--- src/rtl/spi_pkg.sv ---
// Shared SPI constants: opcodes, master FSM encoding and slave state names.
// Optional build macro used by the master: SPI_MASTER_AUTO_READ_EN.
package spi_pkg;

  localparam logic [1:0] OP_WR_ADDR = 2'b00;
  localparam logic [1:0] OP_WR_DATA = 2'b01;
  localparam logic [1:0] OP_RD_ADDR = 2'b10;
  localparam logic [1:0] OP_RD_DATA = 2'b11;

  localparam int CNT_W = 4;

  typedef enum logic [2:0] {
    ST_IDLE  = 3'd0,
    ST_CMD   = 3'd1,
    ST_SHIFT = 3'd2,
    ST_TURN  = 3'd3,
    ST_READ  = 3'd4,
    ST_GAP   = 3'd5
  } spi_mst_state_t;

  typedef enum logic [2:0] {
    SL_CHK_CMD   = 3'd1,
    SL_READ_ADD  = 3'd2,
    SL_READ_DATA = 3'd3,
    SL_WRITE     = 3'd4
  } spi_slv_state_t;

endpackage

--- src/rtl/spi_master_shifter.sv ---
// Parallel-load/serial-out command register plus serial-in read-back register.
module spi_master_shifter #(
  parameter int WORD_W = 10,
  parameter int DATA_W = 8
) (
  input  logic              clk,
  input  logic              rst,
  input  logic              i_load,
  input  logic [WORD_W-1:0] i_load_word,
  input  logic              i_shift,
  input  logic              i_cap,
  input  logic              i_miso,
  output logic              o_tx_hi,
  output logic              o_tx_next,
  output logic [DATA_W-1:0] o_rx_next
);

  logic [WORD_W-1:0] r_tx;
  logic [DATA_W-1:0] r_rx;

  assign o_tx_hi   = r_tx[WORD_W-1];
  assign o_tx_next = r_tx[WORD_W-2];
  assign o_rx_next = {r_rx[DATA_W-2:0], i_miso};

  always_ff @(posedge clk or posedge rst) begin
    if (rst) begin
      r_tx <= '0;
      r_rx <= '0;
    end else begin
      if (i_load)
        r_tx <= i_load_word;
      else if (i_shift)
        r_tx <= {r_tx[WORD_W-2:0], 1'b0};
      if (i_cap)
        r_rx <= o_rx_next;
    end
  end

endmodule

--- src/rtl/spi_master_ctrl.sv ---
// SPI master: serialises a 10-bit command, optionally reads back one byte.
// Build macro SPI_MASTER_AUTO_READ_EN chains a read-data frame after each read-addr frame.
module spi_master_ctrl
  import spi_pkg::*;
#(
  parameter int WORD_W  = 10,
  parameter int DATA_W  = 8,
  parameter int TA_CYC  = 1,
  parameter int GAP_CYC = 1
) (
  input  logic              clk,
  input  logic              rst,
  input  logic              start,
  input  logic [WORD_W-1:0] tx_word,
  output logic              ready,
  output logic [DATA_W-1:0] rd_data,
  output logic              rd_valid,
  output logic              done,
  output logic              SS_n,
  output logic              MOSI,
  input  logic              MISO
);

  localparam logic [CNT_W-1:0] L_SHIFT = CNT_W'(WORD_W - 1);
  localparam logic [CNT_W-1:0] L_TURN  = CNT_W'(TA_CYC - 1);
  localparam logic [CNT_W-1:0] L_READ  = CNT_W'(DATA_W - 1);
  localparam logic [CNT_W-1:0] L_GAP   = CNT_W'(GAP_CYC - 1);

  spi_mst_state_t    r_state, w_nxt;
  logic [CNT_W-1:0]  r_cnt, w_cnt_nxt;
  logic [1:0]        r_op;
  logic              r_ss_n, r_mosi, r_done, r_rd_valid;
  logic [DATA_W-1:0] r_rd_data;

  logic              w_load, w_mosi_nxt, w_done_nxt, w_rdv_nxt;
  logic [WORD_W-1:0] w_load_word;
  logic              w_tx_hi, w_tx_next;
  logic [DATA_W-1:0] w_rx_next;

  spi_master_shifter #(.WORD_W(WORD_W), .DATA_W(DATA_W)) u_shifter (
    .clk         (clk),
    .rst         (rst),
    .i_load      (w_load),
    .i_load_word (w_load_word),
    .i_shift     (r_state == ST_SHIFT),
    .i_cap       (r_state == ST_READ),
    .i_miso      (MISO),
    .o_tx_hi     (w_tx_hi),
    .o_tx_next   (w_tx_next),
    .o_rx_next   (w_rx_next)
  );

  always_comb begin
    w_nxt       = r_state;
    w_cnt_nxt   = (r_cnt != '0) ? r_cnt - 1'b1 : '0;
    w_load      = 1'b0;
    w_load_word = tx_word;
    w_mosi_nxt  = 1'b0;
    w_done_nxt  = 1'b0;
    w_rdv_nxt   = 1'b0;
    case (r_state)
      ST_IDLE: if (start) begin
        w_nxt      = ST_CMD;
        w_cnt_nxt  = '0;
        w_load     = 1'b1;
        w_mosi_nxt = tx_word[WORD_W-1];
      end
      ST_CMD: begin
        w_mosi_nxt = w_tx_hi;
        if (r_cnt == '0) begin
          w_nxt     = ST_SHIFT;
          w_cnt_nxt = L_SHIFT;
        end
      end
      ST_SHIFT: begin
        w_mosi_nxt = w_tx_next;
        if (r_cnt == '0) begin
          w_mosi_nxt = 1'b0;
          if (r_op == OP_RD_DATA) begin
            w_nxt     = ST_TURN;
            w_cnt_nxt = L_TURN;
          end else begin
            w_nxt     = ST_GAP;
            w_cnt_nxt = L_GAP;
`ifdef SPI_MASTER_AUTO_READ_EN
            w_done_nxt = (r_op != OP_RD_ADDR);
`else
            w_done_nxt = 1'b1;
`endif
          end
        end
      end
      ST_TURN: if (r_cnt == '0) begin
        w_nxt     = ST_READ;
        w_cnt_nxt = L_READ;
      end
      ST_READ: if (r_cnt == '0) begin
        w_nxt      = ST_GAP;
        w_cnt_nxt  = L_GAP;
        w_rdv_nxt  = 1'b1;
        w_done_nxt = 1'b1;
      end
      ST_GAP: if (r_cnt == '0) begin
`ifdef SPI_MASTER_AUTO_READ_EN
        if (r_op == OP_RD_ADDR) begin
          // Chained read-data frame skips IDLE so the host never sees ready.
          w_nxt       = ST_CMD;
          w_cnt_nxt   = '0;
          w_load      = 1'b1;
          w_load_word = {OP_RD_DATA, {(WORD_W-2){1'b0}}};
          w_mosi_nxt  = 1'b1;
        end else begin
          w_nxt = ST_IDLE;
        end
`else
        w_nxt = ST_IDLE;
`endif
      end
      default: w_nxt = ST_IDLE;
    endcase
  end

  always_ff @(posedge clk or posedge rst) begin
    if (rst) begin
      r_state    <= ST_IDLE;
      r_cnt      <= '0;
      r_op       <= OP_WR_ADDR;
      r_ss_n     <= 1'b1;
      r_mosi     <= 1'b0;
      r_done     <= 1'b0;
      r_rd_valid <= 1'b0;
      r_rd_data  <= '0;
    end else begin
      r_state    <= w_nxt;
      r_cnt      <= w_cnt_nxt;
      r_ss_n     <= (w_nxt == ST_IDLE) || (w_nxt == ST_GAP);
      r_mosi     <= w_mosi_nxt;
      r_done     <= w_done_nxt;
      r_rd_valid <= w_rdv_nxt;
      if (w_load)
        r_op <= w_load_word[WORD_W-1:WORD_W-2];
      if (w_rdv_nxt)
        r_rd_data <= w_rx_next;
    end
  end

  assign ready    = (r_state == ST_IDLE);
  assign rd_data  = r_rd_data;
  assign rd_valid = r_rd_valid;
  assign done     = r_done;
  assign SS_n     = r_ss_n;
  assign MOSI     = r_mosi;

endmodule
--- config.mk ---
export PLATFORM = sky130hd
export DESIGN_NAME = spi_master_ctrl
export DESIGN_NICKNAME = d
export VERILOG_FILES = /design/src/rtl/spi_pkg.sv /design/src/rtl/spi_master_shifter.sv /design/src/rtl/spi_master_ctrl.sv
export SDC_FILE = /design/constraint.sdc
export NUM_CORES = 1
export LEC_CHECK = 0
export CORE_UTILIZATION = 40
export CTS_BUF_LIST = sky130_fd_sc_hd__clkbuf_16
export CTS_CLUSTER_SIZE = 28
export DETAILED_ROUTE_END_ITERATION = 6
export GPL_ROUTABILITY_DRIVEN = 0
export GPL_TIMING_DRIVEN = 0
export MAX_ROUTING_LAYER = met4
export PLACE_DENSITY = 0.65
export SYNTH_ARGS = -nofsm -noshare
export SYNTH_HDL_FRONTEND = slang
export SYNTH_HIERARCHICAL = 1
export SYNTH_SLANG_ARGS = --single-unit
--- constraint.sdc ---
create_clock -name clk -period 1.6 [get_ports clk]
set_input_delay 0.24 -clock clk [delete_from_list [all_inputs] [get_ports clk]]
set_output_delay 0.24 -clock clk [all_outputs]
set_load 0.02 [all_outputs]
==> key figures <==
Timing
  • Max Slew Vio Count: 0
  • RSZ-0062 raised after global routing: yes
  • Max frequency: 653 MHz
  • Worst slew margin: 46.9%
  • Final Hold Viols: 0
  • Worst-Margin Slew: 0.796 ns
  • Post-layout min period: 1.53 ns
  • Setup Viol. Count Final: 0
  • Clock Skew: 0.00312 ns
  • Final period util: 95.7%

Layout
  • Layout cells sized above 1: 25.9%
  • Util after Layout: 55.5%
  • Design Area, Final: 2270 µm²
  • N_diodes: 0
  • Nets@finish: 205
  • Synth-to-layout area growth: 29.6%
  • Non-Filler Instances: 239

Worst setup path
  • Reg2reg path depth: 6
  • Critical path capture point type: flip-flop
  • CP Max Fanout: 7
  • Critical Path RT: 1.75 ns
  • R2R setup slack: 0.07 ns
  • Type of the worst setup path: reg2reg
  • Arr. time, crit path: 1.68 ns
  • Reg-to-Reg Start: r_cnt[0]
  • Critical R2R Capture: r_cnt[2]
  • Crit path launch type: flip-flop

Clock tree
  • TritonCTS Buffers: 5
  • CTS sink count: 38
  • TritonCTS clock tree: yes
  • Clock transition at path regs: 0.05 ns
  • H-tree depth: 2
  • CTS Root Cell: clkbuf_16
  • Worst-Skew Late Latency: 0.27 ns
  • Clock buffer depth: 2
  • Cts hold-fix bufs: 0

Pwr
  • Reg power frac: 41.0%
  • Sw Share: 32.6%
  • Peak supply drop: 0.000664 V
  • Leak pwr: 0.00105 µW
  • Clock power frac: 24.8%
  • Psw: 1180 µW
  • Power Internal: 2430 µW
  • Tot Pwr: 3600 µW
  • Pwr dens: 1590 nW/µm²
  • Combinational group share of total power: 34.2%

Floorplan
  • Starting density of the core: 42.8%
  • Total core area: 4090 µm²
  • I/O pin total: 27
  • Chip height: 68.1 µm
  • Row Count: 23
  • DIE WIDTH: 68.1 µm
  • Area of the die: 4640 µm²

Synth
  • Seq cells post-synth: 38
  • Post-synthesis cell type count: 41
  • Synth async-reset ratio: 100%
  • Synth Instances: 151
  • Synth Flop Type: dfrtp_1
  • Syn nets: 167
  • Post-Syn Area per Cell: 11.6 µm²
  • Number of flops mapped to enable cells by yosys: 0
  • Yosys Warn Count: 6
  • Register area share after synthesis: 54.4%
  • Synthesized area: 1750 µm²

GRT
  • First-pass GRT wire length: 5.20 mm
  • Grt total ovfl: 0
  • Vias in the first global route: 1159
  • Total track usage: 15.8%
  • Antenna violations before repair: 0
  • Pin count of the biggest net entering global routing: 22

Route
  • Vias per inst: 5.05
  • DRT antenna net count: 0
  • Iter 0 DRT Violations: 31
  • Total number of vias: 1208
  • DRT Wirelength: 3.26 mm
  • Pre-antenna DRT Iters: 4
  • Remaining DRCs: 0
  • WL/cell: 13.7 µm

Status
  • Status: completed

Hold path
  • Worst Hold Class: in2async

Placed design
  • Placed cell count: 227
  • Port bufs: 26
  • Placed Area: 2070 µm²
  • Post-DP HPWL: 2.32 mm

Run
  • Max-capacitance violation count: 0
## cells in the mapped netlist, types with 2 or more instances
library cell | n | area [µm²]
dfrtp_1 | 37 | 926
nand2_1 | 19 | 71.3
mux2_2 | 15 | 169
o21ai_1 | 10 | 50.1
mux2i_1 | 9 | 90.1
inv_1 | 7 | 26.3
a21oi_1 | 6 | 30.0
buf_6 | 3 | 33.8
nor2_1 | 3 | 11.3
a31oi_1 | 2 | 12.5
buf_2 | 2 | 10.0
buf_4 | 2 | 15.0
clkbuf_1 | 2 | 7.51
ha_1 | 2 | 25.0
nand2b_1 | 2 | 12.5
nand3_1 | 2 | 10.0
nor3_1 | 2 | 10.0
o211ai_1 | 2 | 15.0
o21ai_0 | 2 | 10.0
## layout by cell type (no fill, tap or decap), drive strengths merged, types with 6 or more instances in the layout
cell and instances:
clkbuf 7, buf 13, nand2 20, mux2i 9, mux2 15, dfrtp 37
a21oi 6, clkdlybuf4s50 23, o21ai 12, inv 8
## per-layer routing
metal / vias to the layer above / track usage, % / share of wire (%)
li1: 600 / - / -
met1: 564 / 19.9 / 44
met2: 38 / 23.5 / 49
met3: 6 / 3.67 / 4.7
met4: 0 / 8.07 / 1.5
met5: - / - / 0
## registers in the layout, indices dropped and copies added (netlist names)
register        cells
MOSI                1
SS_n                1
done                1
r_cnt               4
r_op                2
r_state             3
rd_data             8
rd_valid            1
u_shifter/r_rx      7
u_shifter/r_tx     10
## worst max-delay path, stage by stage, from the launching register on
cell	delay [ns]
dfrtp_1	0.40
inv_2	0.09
ha_4	0.13
or3b_4	0.37
buf_6	0.14
o211ai_1	0.22
a21oi_1	0.07
## power by group through the flow
stage	Combinational [µW]	Clock [µW]	Sequential, µW
floorplan	810	0	1460
CTS	1140	922	1470
global route	1350	954	1520
finish	1230	895	1480
detailed placement	1090	0	1490
global placement	1050	0	1470
## worst max-delay path by stage
stage | start | to | cells past startpoint
global route | r_cnt[1] | r_cnt[2] | 6
detailed placement | start | u_shifter/r_tx[2] | 7
finish | r_cnt[0] | r_cnt[2] | 6
floorplan | r_cnt[0] | rd_data[0] | 5
CTS | r_cnt[1] | r_cnt[2] | 6
global placement | start | u_shifter/r_tx[8] | 7
## cell type report
class | instances | area [µm²]
Buffer | 8 | 70.1
Clock buffer | 5 | 125
Clock inverter | 2 | 10.0
Fill cell | 341 | 1820
Inverter | 8 | 32.5
Multi-Input combinational cell | 96 | 716
Sequential cell | 38 | 953
Tap cell | 50 | 62.6
Timing Repair Buffer | 32 | 298
## cells by family after synthesis
family / count (synthesis) / share of synthesized area, %
multiplexers: 24 / 14.8
buffers and inverters: 17 / 5.51
AO/OA/AOI/OAI: 29 / 10.2
XOR/XNOR: 1 / 0.501
flip-flops: 38 / 54.4
AND/OR/NAND/NOR: 40 / 13.2
adder cells (fa/ha/maj): 2 / 1.43
## stage by stage
step                      worst slack, ns  setup TNS, ns  hold slack [ns]
final                              0.0694              0            0.388
after global routing             -0.00691       -0.00953            0.445
after CTS                         0.00210              0            0.409
after detailed placement           -0.315          -4.40            0.462
after global placement             -0.299          -3.82            0.462
after floorplan                     0.104              0            0.166
## what timing repair did
action                     in CTS  in global routing
setup endpoints to repair      24                 17
pin swaps                       1                  2
resized for setup              11                  9
setup buffers                   4                  2
No activity file was read; power rests on OpenSTA's default activity.
